$ cat config.mk
export PLATFORM = sky130hd
export DESIGN_NAME = irq_ctrl
export DESIGN_NICKNAME = d
export VERILOG_FILES = /design/src/rtl/irq_ctrl.sv
export SDC_FILE = /design/constraint.sdc
export NUM_CORES = 1
export LEC_CHECK = 0
export ABC_AREA = 1
export ABC_CLOCK_PERIOD_IN_PS = 1000
export BUFFER_PORTS_ARGS = -buffer_cell sky130_fd_sc_hd__clkbuf_2
export CELL_PAD_IN_SITES_DETAIL_PLACEMENT = 0
export CELL_PAD_IN_SITES_GLOBAL_PLACEMENT = 1
export CORE_ASPECT_RATIO = 0.5
export CORE_MARGIN = 2
export CORE_UTILIZATION = 31
export DETAILED_ROUTE_END_ITERATION = 8
export PLACE_DENSITY_LB_ADDON = 0.15
export RECOVER_POWER = 25
export SLEW_MARGIN = 15
export SYNTH_ARGS = -nofsm -noshare
export SYNTH_HDL_FRONTEND = slang
export SYNTH_SLANG_ARGS = --single-unit
export TNS_END_PERCENT = 10
$ cat constraint.sdc
create_clock -name clk -period 1 [get_ports clk]
set_clock_uncertainty 0.1 [all_clocks]
set_input_delay 0.05 -clock clk [delete_from_list [all_inputs] [get_ports clk]]
set_output_delay 0.05 -clock clk [all_outputs]
set_load 0.01 [all_outputs]
$ cat src/rtl/irq_ctrl.sv
// irq_ctrl: memory-mapped interrupt controller with edge-latched pending bits,
// per-source enable mask, fixed lowest-index priority and a CPU
// request/acknowledge/end-of-interrupt handshake.
// Optional build macro IRQ_CTRL_SYNC_EN adds a 2-flop synchroniser on src_in.
module irq_ctrl #(
  parameter int unsigned NUM_SRC = 8
) (
  input  logic               clk,
  input  logic               rst,
  input  logic               en,
  input  logic               wr_en,
  input  logic [1:0]         addr,
  input  logic [15:0]        data_in,
  output logic [15:0]        data_out,
  input  logic [NUM_SRC-1:0] src_in,
  output logic               irq_req,
  output logic [3:0]         irq_vector,
  input  logic               irq_ack
);

  localparam int unsigned DW = 16;
  localparam int unsigned VW = 4;

  typedef enum logic [1:0] {IDLE, REQ, SVC} state_t;

  state_t state, state_nxt;
  logic [VW-1:0]      vec_nxt;
  logic [VW-1:0]      prio_idx;
  logic [NUM_SRC-1:0] src_s, src_prev, pending, mask, active, rise;
  logic [NUM_SRC-1:0] swi_set, w1c_clr, ack_clr, pend_nxt, vec_onehot;
  logic               wr, eoi, vec_active;
  logic               unused_bits;

`ifdef IRQ_CTRL_SYNC_EN
  logic [NUM_SRC-1:0] sync1, sync2;

  // Two-stage synchroniser; resets high so lines high at release do not fire
  always_ff @(posedge clk) begin
    if (rst) begin
      sync1 <= '1;
      sync2 <= '1;
    end else begin
      sync1 <= src_in;
      sync2 <= sync1;
    end
  end
  assign src_s = sync2;
`else
  assign src_s = src_in;
`endif

  assign wr          = en & wr_en;
  assign eoi         = wr && (addr == 2'd2);
  assign rise        = src_s & ~src_prev;
  assign swi_set     = (wr && addr == 2'd3) ? data_in[NUM_SRC-1:0] : '0;
  assign w1c_clr     = (wr && addr == 2'd0) ? data_in[NUM_SRC-1:0] : '0;
  assign vec_onehot  = NUM_SRC'(1) << irq_vector;
  assign ack_clr     = (state == REQ && irq_ack) ? vec_onehot : '0;
  assign pend_nxt    = (pending & ~(w1c_clr | ack_clr)) | rise | swi_set;
  assign active      = pending & mask;
  assign vec_active  = |(active & vec_onehot);
  assign unused_bits = ^data_in;

  // Edge-detect history, pending and mask registers; sets beat clears
  always_ff @(posedge clk) begin
    if (rst) begin
      src_prev <= '1;
      pending  <= '0;
      mask     <= '0;
    end else begin
      src_prev <= src_s;
      pending  <= pend_nxt;
      if (wr && addr == 2'd1) mask <= data_in[NUM_SRC-1:0];
    end
  end

  // Lowest set index of active wins
  always_comb begin
    prio_idx = '0;
    for (int i = int'(NUM_SRC) - 1; i >= 0; i--) begin
      if (active[i]) prio_idx = VW'(i);
    end
  end

  // FSM state and registered request/vector outputs
  always_ff @(posedge clk) begin
    if (rst) begin
      state      <= IDLE;
      irq_req    <= 1'b0;
      irq_vector <= '0;
    end else begin
      state      <= state_nxt;
      irq_req    <= (state_nxt == REQ);
      irq_vector <= vec_nxt;
    end
  end

  // Next-state: ack beats a same-cycle drop of the requested source
  always_comb begin
    state_nxt = state;
    vec_nxt   = irq_vector;
    case (state)
      IDLE: begin
        if (|active) begin
          state_nxt = REQ;
          vec_nxt   = prio_idx;
        end
      end
      REQ: begin
        if (irq_ack)          state_nxt = SVC;
        else if (!vec_active) state_nxt = IDLE;
      end
      SVC: begin
        if (eoi) state_nxt = IDLE;
      end
      default: state_nxt = IDLE;
    endcase
  end

  // Combinational read mux; reads have no side effects
  always_comb begin
    data_out = '0;
    case (addr)
      2'd0:    data_out = DW'(pending);
      2'd1:    data_out = DW'(mask);
      2'd2:    data_out = {(state == SVC), 11'b0, irq_vector};
      default: data_out = '0;
    endcase
  end

endmodule
# ---- Word level (Yosys, flattened, before mapping)
# Index checks and enable logic that the tools add are counted.
dict set report totals {
  in_bits 31
  register_bits 31
}
dict set report classes {
  muxes 17
  n_bitwise 10
  eq_ne 6
  shifts 1
  n_reduce_logical 10
}
# operator count
set op_table {}
lappend op_table {{case mux 16 bit (3 select lines)} 1}
lappend op_table {{bitwise AND 8 bit} 4}
lappend op_table {{two-way mux 4 bit} 7}
lappend op_table {{two-way mux 8 bit} 3}
lappend op_table {{bitwise OR 8 bit} 3}
lappend op_table {{inverter 8 bit} 2}
lappend op_table {{OR reduction 8 bit} 2}
lappend op_table {{two-way mux 2 bit} 4}
lappend op_table {{left shift 1 x 4 -> 8 bit (first input constant)} 1}
lappend op_table {{== test 2 x 1 -> 1 bit (second input constant)} 3}
lappend op_table {{== test 2 bit (second input constant)} 3}
lappend op_table {{case mux 2 bit (3 select lines)} 1}
lappend op_table {{logical AND 1 bit} 5}
lappend op_table {{zero test 2 bit} 2}
lappend op_table {{two-way mux 3 bit} 1}
lappend op_table {{AND reduction 2 bit} 1}
lappend op_table {{bitwise AND 1 bit} 1}

# ---- Logic depth before layout (Yosys ltp)
dict set report logic_depth {
  depth_word 9
  mapped_depth 10
}

# ---- Worst setup path before layout
# No wires, ideal clock.
dict set report synth_path {
  path_type {reg2reg}
  start {register irq_vector[1]}
  end {register irq_req}
  arrival_time_ps 1050
  slack_ps -220
  stages_incl_launch_ff 10
  path_buffers 1
  required_time_ps 830
  path_cell_list {dfxtp_1 > buf_4 > nand2_2 > nor2_2 > nand2_1 > o21ai_1 > nor2_1 > nand2_1 > nand2_1 > a21oi_1}
}
dict set report synth_via {
  elab_chain_cells 7
}
# item line_no
set synth_rtl {}
lappend synth_rtl {{from (decl)} 17} ;# output logic [3:0] irq_vector,
lappend synth_rtl {{from (signal assigned)} 94} ;# irq_vector <= vec_nxt;
lappend synth_rtl {{left shift 1 x 4 -> 8 bit} 57} ;# assign vec_onehot = NUM_SRC'(1) << irq_vector;
lappend synth_rtl {{bitwise AND 8 bit} 61} ;# assign vec_active = |(active & vec_onehot);
lappend synth_rtl {{OR reduction 8 bit} 61}
lappend synth_rtl {{two-way mux 2 bit} 111} ;# else if (!vec_active) state_nxt = IDLE;
lappend synth_rtl {{two-way mux 2 bit} 110} ;# if (irq_ack) state_nxt = SVC;
lappend synth_rtl {{case mux 2 bit (3 select lines)} 102} ;# case (state)
lappend synth_rtl {{== test 2 x 1 -> 1 bit} 93} ;# irq_req <= (state_nxt == REQ);
lappend synth_rtl {{to (signal assigned)} 93}
lappend synth_rtl {{to (decl)} 16} ;# output logic irq_req,
# Every way passes these cells.
# A chain may end at the register's enable or synchronous reset.

# ---- Worst setup path after layout
dict set report layout_path {
  start {register irq_vector[1]}
  end {register state[0]}
}
dict set report layout_via {
  elab_chain_cells 6
}
# item line_no
set layout_rtl {}
lappend layout_rtl {{left shift 1 x 4 -> 8 bit} 57}
lappend layout_rtl {{bitwise AND 8 bit} 61}
lappend layout_rtl {{OR reduction 8 bit} 61}
lappend layout_rtl {{two-way mux 2 bit} 111}
lappend layout_rtl {{two-way mux 2 bit} 110}
lappend layout_rtl {{case mux 2 bit (3 select lines)} 102}
lappend layout_rtl {{to (signal assigned)} 92} ;# state <= state_nxt;
lappend layout_rtl {{to (decl)} 26} ;# state_t state, state_nxt;
# Every way passes these cells.

==> summary.md <==
| Metric | Value |
|---|---|
| # port buffers | 35 |
| Sequential area share after synthesis | 37.4% |
| Routed Antenna Nets | 0 |
| Initial antenna violation count | 0 |
| F_max | 764 MHz |
| Synth warn | 0 |
| Placement Setup Slack | -268 ps |
| Reg clk slew, reported paths | 70 ps |
| Fin util | 51.1% |
| Largest delay contributor family on the critical path | simple AND/OR/NAND/NOR gates |
| Final instance area | 2530 um^2 |
| Placed instance area | 2130 um^2 |
| CP Cell Sequence | buf_6 -> nand2_4 -> nor2_2 -> nand3_1 -> nand2_1 -> nor2_1 -> nand2_1 -> nand2_2 -> a21oi_2 |
| Bufs on Longest Clock Path | 2 |
| Sw power | 0.794 mW |
| TritonCTS clock tree | built |
| Crit path kind | flop to flop |
| Detailed placement HPWL | 3940 um |
| # diodes | 0 |
| Arrival time worst endpoint | 1430 ps |
| CP most frequent cell | nand2_1 |
| Total GRT Usage | 19.3% |
| Share of cells above drive strength 1 | 42.0% |
| Crit path largest cell delay | 410 ps |
| Total Power | 3.05 mW |
| Root buffer cell | clkbuf_8 |
| RSZ-0062 raised after global routing | yes |
| Area growth, synth to finish | 57.5% |
| Maximum capacitance violations | 0 |
| Initial DRT Pass Iterations | 4 |
| # DRC | 0 |
| Initial Util | 32.4% |
| Max-slew violation count | 0 |
| Final WL | 5060 um |
| PwrDens | 1200 nW/um^2 |
| Global-route wire length before repair | 8340 um |
| Synth cell types | 27 |
| Final setup TNS | -4990 ps |
| Req. time, crit path | 1120 ps |
| I/O pin cnt | 52 |
| Die height | 54.9 um |
| P_int | 2.26 mW |
| Max VDD drop | 796 uV |
| Row count | 18 |
| Clock latency on the worst-skew pair | 280 ps |
| Setup ws final | -308 ps |
| Critical-path top delay cell | dfxtp_4 |
| Worst Setup Start Kind | flop |
| Seq pwr share | 42.6% |
| Vias in the first global route | 1633 |
| Syn Inst Count | 233 |
| Violated checks | negative setup slack |
| #FFs+latches synth | 30 |
| H-tree depth | 2 |
| Drt first-iter violations | 163 |
| Fin crit share | 131% |
| Lkg Pwr | 1.26 nW |
| Nets | 361 |
| Avg WL per Cell | 12.6 um |
| Min cycle time layout | 1310 ps |
| CP bufs+invs | 1 |
| Final hold vios | 0 |
| CP Max Fanout | 6 |
| Crit. End Element | flop |
| Die width | 106 um |
| GP Congestion | 0.902 |
| Core area | 4950 um^2 |
| CTS Buf Count | 5 |
| Cell area after synthesis | 1610 um^2 |
| Final setup viols | 24 |
| Total clock sinks | 30 |
| Pin count of the biggest net entering global routing | 12 |
| Vias | 1820 |
| Min-Delay Path Class | input pin to flop |
| Die area | 5810 um^2 |
| Outcome | complete, but fails checks |
| Switching part of the total power | 26.0% |
| Vias/cell | 4.54 |
| Mean post-synth cell area | 6.90 um^2 |
| Gr ovfl total | 0 |
| Combinational share of power | 17.8% |
| Clock power share | 39.6% |
power by group through the flow:
stage,Clock (mW),Sequential (mW),Combinational [mW]
2_1_floorplan,0,1.32,0.255
3_3_place_gp,0,1.32,0.453
3_5_place_dp,0,1.32,0.454
4_1_cts,1.24,1.30,0.535
5_1_grt,1.30,1.31,0.598
6_report,1.21,1.30,0.543
kinds of logic (layout without fill, tap and decap cells):
logic type / after synthesis / after routing / share of synthesized area (%)
simple gates: 125 / 125 / 35.4
buf+inv: 41 / 132 / 12.5
compound gates: 36 / 36 / 14.5
flops: 30 / 30 / 37.4
other cells: 1 / 8 / 0.233
cell type report:
class | count | area, um^2
Fill cell | 518 | 2420
Multi-Input combinational cell | 169 | 888
Timing Repair Buffer | 96 | 713
Sequential cell | 30 | 622
Inverter | 28 | 113
Tap cell | 70 | 87.6
Clock buffer | 5 | 68.8
Clock inverter | 3 | 40.0
final timing paths:
path	from	endpoint	slack, ps	depth (start not counted)
worst max-delay path	irq_vector[1]$_SDFFE_PP0P_	state[0]$_SDFF_PP0_	-310	9
worst min-delay path	rst	src_prev[2]$_SDFF_PP1_	30	2
worst max register to register	irq_vector[1]$_SDFFE_PP0P_	state[0]$_SDFF_PP0_	-310	9
worst min register to register	src_prev[1]$_SDFF_PP1_	pending[1]$_SDFF_PP0_	390	3
timing repair:
| item | CTS | global route |
|---|---|---|
| setup buffers | 3 | 0 |
| setup endpoints to repair | 26 | 26 |
| resized for setup | 28 | 15 |
| hold buffers | 17 | 0 |
| pin swaps | 9 | 7 |
| hold endpoints to repair | 26 | 0 |
cell usage in the layout (no fill, tap or decap), drive strengths merged:
cell	count
bufinv	1
o22ai	1
o21ai	12
dfxtp	30
nand3	9
clkinv	3
conb	8
nor3	2
nor2	34
a31oi	9
a21oi	5
o211ai	4
nand4	9
dlygate4sd3	17
a22o	5
or2	8
buf	50
inv	27
nand2	63
clkbuf	34
metal layers:
layer | GRT usage [%] | routed length [um] | vias to the layer above
li1 | - | - | 937
met2 | 29.4 | 1960 | 78
met1 | 28.1 | 2600 | 803
met3 | 4.80 | 489 | 2
met5 | 0 | 0 | -
met4 | 3.51 | 13 | 0
worst register-to-register path, stage by stage, from the launching register on:
cell     delay (ps)
dfxtp_4         410
buf_6           120
nand2_4          50
nor2_2          100
nand3_1          80
nand2_1          70
nor2_1           50
nand2_1          70
nand2_2          70
a21oi_2         130
cell usage after synthesis:
cell / number / area share, %
a21oi_1: 4 / 1.2
a21oi_4: 1 / 1.0
a22o_1: 5 / 2.7
a31oi_1: 9 / 3.5
buf_4: 10 / 4.7
buf_6: 1 / 0.70
clkbuf_1: 2 / 0.47
clkinv_1: 1 / 0.23
conb_1: 1 / 0.23
dfxtp_1: 30 / 37
inv_1: 17 / 4.0
inv_2: 9 / 2.1
inv_4: 1 / 0.39
nand2_1: 61 / 14
nand2_2: 2 / 0.78
nand3_1: 9 / 2.8
nand4_1: 9 / 3.5
nor2_1: 27 / 6.3
nor2_2: 5 / 1.9
nor2_4: 2 / 1.4
nor3_1: 1 / 0.31
nor3_4: 1 / 1.0
o211ai_1: 4 / 1.9
o21ai_0: 7 / 2.2
o21ai_1: 5 / 1.6
o22ai_1: 1 / 0.39
or2_2: 8 / 3.1
state kept, by name (all words and copies together) (netlist names):
name,flops
irq_vector,3
src_prev,8
mask,8
state,2
irq_req,1
pending,8
through the flow:
step	hold slack [ps]	std cells
floorplan	56.6	240
global placement	154	373
detailed placement	157	373
CTS	35.2	401
global route	34.7	401
finish	31.2	401
Note: power is estimated with default switching activity, not from simulation.
